$ cat config.mk
export PLATFORM = sky130hd
export DESIGN_NAME = serial_subtractor
export DESIGN_NICKNAME = d
export VERILOG_FILES = /design/src/rtl/serial_subtractor.sv
export SDC_FILE = /design/constraint.sdc
export NUM_CORES = 1
export LEC_CHECK = 0
export CORE_MARGIN = 4
export CORE_UTILIZATION = 47
export CTS_CLUSTER_SIZE = 24
export DETAILED_ROUTE_END_ITERATION = 16
export HOLD_SLACK_MARGIN = 0.12
export PLACE_DENSITY = 0.75
export SYNTH_ARGS = -nofsm -noshare
export SYNTH_HDL_FRONTEND = slang
export SYNTH_SLANG_ARGS = --single-unit
$ cat constraint.sdc
create_clock -name clk -period 1.5 [get_ports clk]
set_clock_uncertainty 0.15 [all_clocks]
set_input_delay 0.15 -clock clk [delete_from_list [all_inputs] [get_ports clk]]
set_output_delay 0.15 -clock clk [all_outputs]
set_load 0.01 [all_outputs]
$ cat src/rtl/serial_subtractor.sv
// ============================================================================
// serial_subtractor : bit-serial a - b - borrow_in, LSB first, one full-
//                     subtractor cell plus a borrow flop, start/busy/done.
// Revision 1.0
// ============================================================================
`default_nettype none

module serial_subtractor #(
  parameter int WIDTH = 8,
  parameter int CNT_W = $clog2(WIDTH) + 1
) (
  input  logic             clk,
  input  logic             rst_n,
  input  logic             start,
  input  logic [WIDTH-1:0] a,
  input  logic [WIDTH-1:0] b,
  input  logic             borrow_in,
  output logic             busy,
  output logic             diff_bit,
  output logic             diff_bit_valid,
  output logic             done,
  output logic [WIDTH-1:0] diff,
  output logic             borrow_out
);

  typedef enum logic [1:0] {
    ST_IDLE  = 2'd0,
    ST_SHIFT = 2'd1,
    ST_DONE  = 2'd2
  } state_t;

  localparam logic [CNT_W-1:0] C_LAST = CNT_W'(WIDTH - 1);

  state_t           r_state;
  logic [WIDTH-1:0] r_a_sr;
  logic [WIDTH-1:0] r_b_sr;
  logic [WIDTH-1:0] r_res;
  logic             r_br;
  logic [CNT_W-1:0] r_cnt;

  logic             w_a0;
  logic             w_b0;
  logic             w_diff_bit;
  logic             w_next_br;
  logic             w_last;
  logic [WIDTH-1:0] w_res_next;

  assign w_a0       = r_a_sr[0];
  assign w_b0       = r_b_sr[0];
  assign w_diff_bit = w_a0 ^ w_b0 ^ r_br;
  assign w_next_br  = (~w_a0 & w_b0) | (~(w_a0 ^ w_b0) & r_br);
  assign w_last     = (r_cnt == C_LAST);
  // Result fills from the MSB end so that after WIDTH shifts bit 0 is the LSB.
  assign w_res_next = {w_diff_bit, r_res[WIDTH-1:1]};

  // busy is registered and high exactly while in SHIFT, so it gates the cell.
  assign diff_bit = busy & w_diff_bit;

  always_ff @(posedge clk or negedge rst_n) begin
    if (!rst_n) begin
      r_state        <= ST_IDLE;
      r_a_sr         <= '0;
      r_b_sr         <= '0;
      r_res          <= '0;
      r_br           <= 1'b0;
      r_cnt          <= '0;
      busy           <= 1'b0;
      diff_bit_valid <= 1'b0;
      done           <= 1'b0;
      diff           <= '0;
      borrow_out     <= 1'b0;
    end else begin
      case (r_state)
        ST_IDLE: begin
          done <= 1'b0;
          if (start) begin
            r_a_sr         <= a;
            r_b_sr         <= b;
            r_br           <= borrow_in;
            r_res          <= '0;
            r_cnt          <= '0;
            busy           <= 1'b1;
            diff_bit_valid <= 1'b1;
            r_state        <= ST_SHIFT;
          end
        end

        ST_SHIFT: begin
          r_a_sr <= r_a_sr >> 1;
          r_b_sr <= r_b_sr >> 1;
          r_res  <= w_res_next;
          r_br   <= w_next_br;
          r_cnt  <= r_cnt + 1'b1;
          if (w_last) begin
            diff           <= w_res_next;
            borrow_out     <= w_next_br;
            busy           <= 1'b0;
            diff_bit_valid <= 1'b0;
            done           <= 1'b1;
            r_state        <= ST_DONE;
          end
        end

        ST_DONE: begin
          done    <= 1'b0;
          r_state <= ST_IDLE;
        end

        default: begin
          busy           <= 1'b0;
          diff_bit_valid <= 1'b0;
          done           <= 1'b0;
          r_state        <= ST_IDLE;
        end
      endcase
    end
  end

endmodule

`default_nettype wire

==> impl_metrics.csv, run 1 <==
group,metric,value,unit
floorplanning,start_util,0.502,
grt,grt-busiest-layer,"met2",
pwr,p_per_area,1940,nW/um2
pwr,p_sw,1.75,mW
place,place_ws,-0.383,ns
floorplanning,die_h,71.4,um
place,port-buffer-count,32,
timing,rsz0062_at_grt,"yes",
floorplanning,core-area,3770,um2
timing,fin_crit_sh,1.21,
timing,hold_ws,0.166,ns
layout,diodes,0,
cts,clock-sinks,41,
min_path,min_path_type,"in2async",
drt,drtPass1Iterations,4,
drt,drt_iter0_drc,110,
worst_setup_path,arrival,1.51,ns
yosys,ys_seq_area_frac,0.542,
layout,final_cell_area,2540,um2
outcome,violations,"negative setup slack",
yosys,yosys_warnings,0,
place,detailed_place_hpwl,2840,um
timing,worstMarginPinSlew,0.419,ns
outcome,status,"complete, but fails checks",
worst_setup_path,r2r_cells,4,
grt,grt_pass1_vias,1455,
drt,vias,1503,
worst_setup_path,crit_required,1.20,ns
grt,met1_usage,0.237,
floorplanning,rows,22,
yosys,ys_types,32,
flow_run,cap_viol_max_count,0,
timing,hold_violations,0,
worst_setup_path,crit_fanout,2,
grt,grt_overflow_total,0,
drt,vias_per_cell,5.61,
timing,final_max_slew_viol_count,0,
pwr,comb_power_share,0.478,
layout,layout-drive-gt1-share,0.250,
place,dpl_cell_area,2360,um2
yosys,syn_avg_cell_area,11.6,um2
pwr,switching_share,0.354,
cts,cts_tree,"built",
drt,wire_per_inst,16.2,um
layout,layout_common_cells,"40 x dfrtp_1, 22 x buf_4, 18 x clkdlybuf4s50_1",
yosys,synth_edf_count,0,
drt,drt_wl_total,4350,um
pwr,seqPwrFrac,0.378,
worst_setup_path,end_kind,"primary output",
worst_setup_path,crit_type,"reg2out",
timing,max_freq,552,MHz
worst_setup_path,rr_endpoint,"diff[7]",
timing,slew_headroom,0.721,
grt,grtUsageMet2,0.276,
worst_setup_path,rrSetupSlack,-0.07,ns
worst_setup_path,crit_path_start_kind,"register",
cts,clockBufferDepth,2,
cts,cts_max_level,2,
cts,clkLatencyLatePin,0.29,ns
cts,cts-root-buf,"clkbuf_8",
grt,grtUsageMet3,0.0449,
yosys,syn_area,1890,um2
layout,syn_to_final_growth,34.4,%
cts,numCtsBuffers,5,
floorplanning,die_x,71.4,um
cts,clk_transition_reported_paths,0.08,ns
layout,nets,241,
grt,grt_start_max_net_pins,25,
place,gp_congestion,0.799,
drt,post-route-drc-count,0,
floorplanning,die_area,5100,um2
layout,final_common_cell,"dfrtp_1",
timing,setup_viol,6,
timing,fin_crit,1.81,ns
pwr,intPower,3.19,mW
worst_setup_path,cp-endpoint,"diff_bit",
layout,fillCellCount,261,
worst_setup_path,worstReg2RegStart,"r_b_sr[0]",
yosys,postSynthCellCount,163,
drt,antenna_left,0,
yosys,ys.flop_type,"dfrtp_1",
pwr,clkPwrFrac,0.144,
grt,grt_pass1_wl,6960,um
yosys,ys_ff_latch,41,
worst_setup_path,startpoint,"r_b_sr[0]",
grt,track_usage,0.174,
yosys,syn_nets,185,
pwr,p_leak,1.22,nW
grt,antenna_found_initial,0,
yosys,synthArstFlopShare,1.00,
pwr,vdd_drop_max,986,uV
timing,setup_ws,-0.310,ns
floorplanning,io_pins,33,
-- state kept, by name (all words and copies together) (netlist names), 2 cells and up --
| signal | cells |
|---|---|
| r_b_sr | 8 |
| r_cnt | 4 |
| diff | 8 |
| r_res | 7 |
| r_state | 2 |
| r_a_sr | 8 |
-- logic make-up (layout without fill, tap and decap cells) --
| kind of cell | Yosys count | count (layout) | synth area share |
|---|---|---|---|
| AO/OA/AOI/OAI | 60 | 60 | 0.208 |
| adder cells (fa/ha/maj) | 2 | 2 | 0.0172 |
| buffers and inverters | 16 | 72 | 0.0516 |
| flip-flops | 41 | 41 | 0.542 |
| multiplexers | 10 | 10 | 0.0741 |
| AND/OR/NAND/NOR | 34 | 35 | 0.107 |
-- Yosys cell counts, types with 4 or more instances --
master	n	area, um2
dfrtp_1	41	1030
a22o_1	8	70.1
o21ai_1	8	40.0
inv_1	4	15.0
buf_2	5	25.0
a21oi_1	13	65.1
nor2b_1	11	68.8
nand2_1	6	22.5
o21ai_0	12	60.1
mux2_4	8	120
a22oi_1	12	90.1
-- worst min-delay path by stage --
stage                from         end  slack (ns)  cells after the start
finish              rst_n     diff[1]        0.17                      2
global route        rst_n     diff[1]        0.22                      2
CTS                 rst_n     diff[0]        0.17                      2
detailed placement  rst_n     diff[3]       -0.04                      1
global placement    rst_n     diff[3]       -0.06                      1
floorplan           rst_n  borrow_out       -0.30                      0
-- power groups by stage --
stage               clock network, mW  registers (mW)  logic [mW]
finish                          0.712            1.87        2.36
global route                    0.775            1.92        2.60
CTS                             0.729            1.85        2.30
detailed placement                  0            1.88        2.31
global placement                    0            1.85        2.24
floorplan                           0            1.90        1.32
-- metrics by stage --
stage / cells / power [mW] / setup TNS (ns) / utilization
2_1_floorplan: 163 / 3.21 / -0.657 / -
3_3_place_gp: 252 / 4.09 / -2.02 / 0.625
3_5_place_dp: 252 / 4.19 / -2.76 / 0.625
4_1_cts: 264 / 4.88 / -0.491 / 0.653
5_1_grt: 268 / 5.30 / -0.825 / 0.674
6_report: 268 / 4.94 / -0.457 / 0.674
-- what timing repair did --
| action | 4_1_cts | 5_1_grt |
|---|---|---|
| buffers inserted | 2 | 2 |
| hold buffers | 1 | 0 |
| resized for setup | 14 | 12 |
| endpoints found under the setup margin | 18 | 28 |
| gates cloned | 1 | 2 |
| endpoints found under the hold margin | 41 | 0 |
| pin swaps | 4 | 3 |
-- metal layers --
metal / vias to the layer above / wire (um)
li1: 692 / -
met1: 755 / 1920
met2: 50 / 2140
met3: 6 / 247
met4: 0 / 36
met5: - / 0
-- layout make-up --
type                       count  area (um2)  share of cell area
inverter                       4        15.0             0.00591
clock inverter                 3        17.5             0.00689
timing repair buffer          60         567               0.223
clock buffer                   5        68.8              0.0271
multi-input combinational    107         787               0.310
tap                           48        60.1              0.0236
sequential                    41        1030               0.404
-- worst max-delay path, cell delays in order, from the launching register on --
cell,delay [ns]
dfrtp_1,0.37
inv_2,0.06
fa_1,0.55
and2_1,0.12
buf_2,0.12
(Power assumes the default switching activity.)
==> run 2: changes to the inputs <==
--- a/config.mk
+++ b/config.mk
@@ -14,3 +14,4 @@
 export SYNTH_ARGS = -nofsm -noshare
 export SYNTH_HDL_FRONTEND = slang
 export SYNTH_SLANG_ARGS = --single-unit
+export TNS_END_PERCENT = 10
==> impl_metrics.csv, run 2 (synthesis gave the netlist of run 1 again) <==
group,metric,value,unit
outcome,status,"complete, but fails checks",
outcome,violations,"negative setup slack",
drt,drtPass1Iterations,4,
drt,drt_wl_total,4020,um
layout,nets,234,
cts,clk_transition_reported_paths,0.08,ns
pwr,vdd_drop_max,970,uV
layout,syn_to_final_growth,30.0,%
timing,rsz0062_at_grt,"yes",
timing,max_freq,556,MHz
cts,clockBufferDepth,2,
cts,cts_max_level,2,
place,detailed_place_hpwl,2840,um
layout,fillCellCount,278,
worst_setup_path,crit_required,1.20,ns
worst_setup_path,crit_path_start_kind,"register",
floorplanning,io_pins,33,
layout,final_common_cell,"dfrtp_1",
floorplanning,start_util,0.502,
worst_setup_path,crit_type,"reg2out",
place,place_ws,-0.383,ns
place,dpl_cell_area,2360,um2
drt,vias,1443,
timing,fin_crit_sh,1.20,
grt,antenna_found_initial,0,
floorplanning,die_x,71.4,um
cts,numCtsBuffers,5,
worst_setup_path,arrival,1.50,ns
layout,layout-drive-gt1-share,0.221,
pwr,p_per_area,1950,nW/um2
layout,largestRegisters,"diff x8, r_a_sr x8, r_b_sr x8",
place,port-buffer-count,32,
timing,slew_headroom,0.726,
place,gp_congestion,0.799,
drt,vias_per_cell,5.53,
cts,clkLatencyLatePin,0.29,ns
drt,drt_iter0_drc,86,
drt,antenna_left,0,
drt,post-route-drc-count,0,
min_path,min_path_type,"in2async",
pwr,p_leak,1.18,nW
grt,grt_pass1_wl,6840,um
layout,final_cell_area,2460,um2
timing,hold_violations,0,
cts,clock-sinks,41,
grt,grt_start_max_net_pins,25,
flow_run,cap_viol_max_count,0,
cts,cts-root-buf,"clkbuf_8",
timing,worstMarginPinSlew,0.411,ns
floorplanning,die_area,5100,um2
grt,grt_overflow_total,0,
timing,fin_crit,1.80,ns
grt,track_usage,0.171,
floorplanning,rows,22,
cts,cts_tree,"built",
drt,wire_per_inst,15.4,um
floorplanning,core-area,3770,um2
grt,grt_pass1_vias,1440,
timing,setup_viol,9,
layout,layout_common_cells,"41 x dfrtp_1, 18 x clkdlybuf4s50_1, 18 x buf_4",
timing,final_max_slew_viol_count,0,
floorplanning,die_h,71.4,um
timing,setup_ws,-0.299,ns
cts,post_cts_buffers,0,
worst_setup_path,crit_fanout,2,
worst_setup_path,end_kind,"primary output",
layout,diodes,0,
pwr,p_total,4.79,mW
## run 2: cell types whose count changed in the layout (fill, tap and decap cells not counted), sizes merged
cell | before | now
and2 | 5 | 4
buf | 28 | 23
clkbuf | 6 | 5
## run 2: critical path: stages (launching register included)
cell,delay [ns]
dfrtp_1,0.37
inv_2,0.06
fa_1,0.54
and2_1,0.11
buf_2,0.12
## run 2: final timing paths
kind                        endpoint  cells after the start  startpoint  slack, ns
setup / recovery            diff_bit                      4   r_b_sr[0]      -0.30
hold / removal               diff[3]                      2       rst_n       0.17
setup reg to reg             diff[3]                      4    r_cnt[0]      -0.07
hold reg to reg            r_b_sr[7]                      1   r_b_sr[7]       0.36
max in group asynchronous  r_a_sr[3]                      3       rst_n       0.57
min in group clk           r_b_sr[3]                      3        b[3]       0.32
## run 2: metrics by stage
| step | setup TNS, ns | cells | util | hold WS, ns |
|---|---|---|---|---|
| floorplan | -0.657 | 163 | - | -0.296 |
| global placement | -2.02 | 252 | 0.625 | -0.0552 |
| detailed placement | -2.76 | 252 | 0.625 | -0.0441 |
| CTS | -0.868 | 261 | 0.647 | 0.169 |
| global route | -1.25 | 261 | 0.652 | 0.222 |
| finish | -0.816 | 261 | 0.652 | 0.167 |
## run 2: layout make-up
cell class	instances	area, um2	area share
clock buffer	5	68.8	0.0280
clock inverter	3	17.5	0.00712
inverter	4	15.0	0.00611
multi-input combinational	106	773	0.315
sequential	41	1030	0.417
tap	48	60.1	0.0244
timing repair buffer	54	498	0.203
## run 2: layer usage
layer	GRT usage	up-vias	part of all wire
met5	0	-	0
met4	0.0480	0	0.013
met3	0.0463	7	0.061
met2	0.271	46	0.49
met1	0.231	712	0.43
li1	-	678	-
## run 2: timing repair
action	CTS	global route
pin swaps	2	2
gates resized for setup	13	9
endpoints found under the setup margin	18	28
hold buffers	1	0
endpoints found under the hold margin	41	0
## run 2: power breakdown
| part | internal [mW] | switching (mW) | total [mW] |
|---|---|---|---|
| sequential | 1.56 | 0.296 | 1.86 |
| combinational | 1.21 | 1.01 | 2.22 |
| clock | 0.321 | 0.389 | 0.710 |
| total | 3.10 | 1.69 | 4.79 |
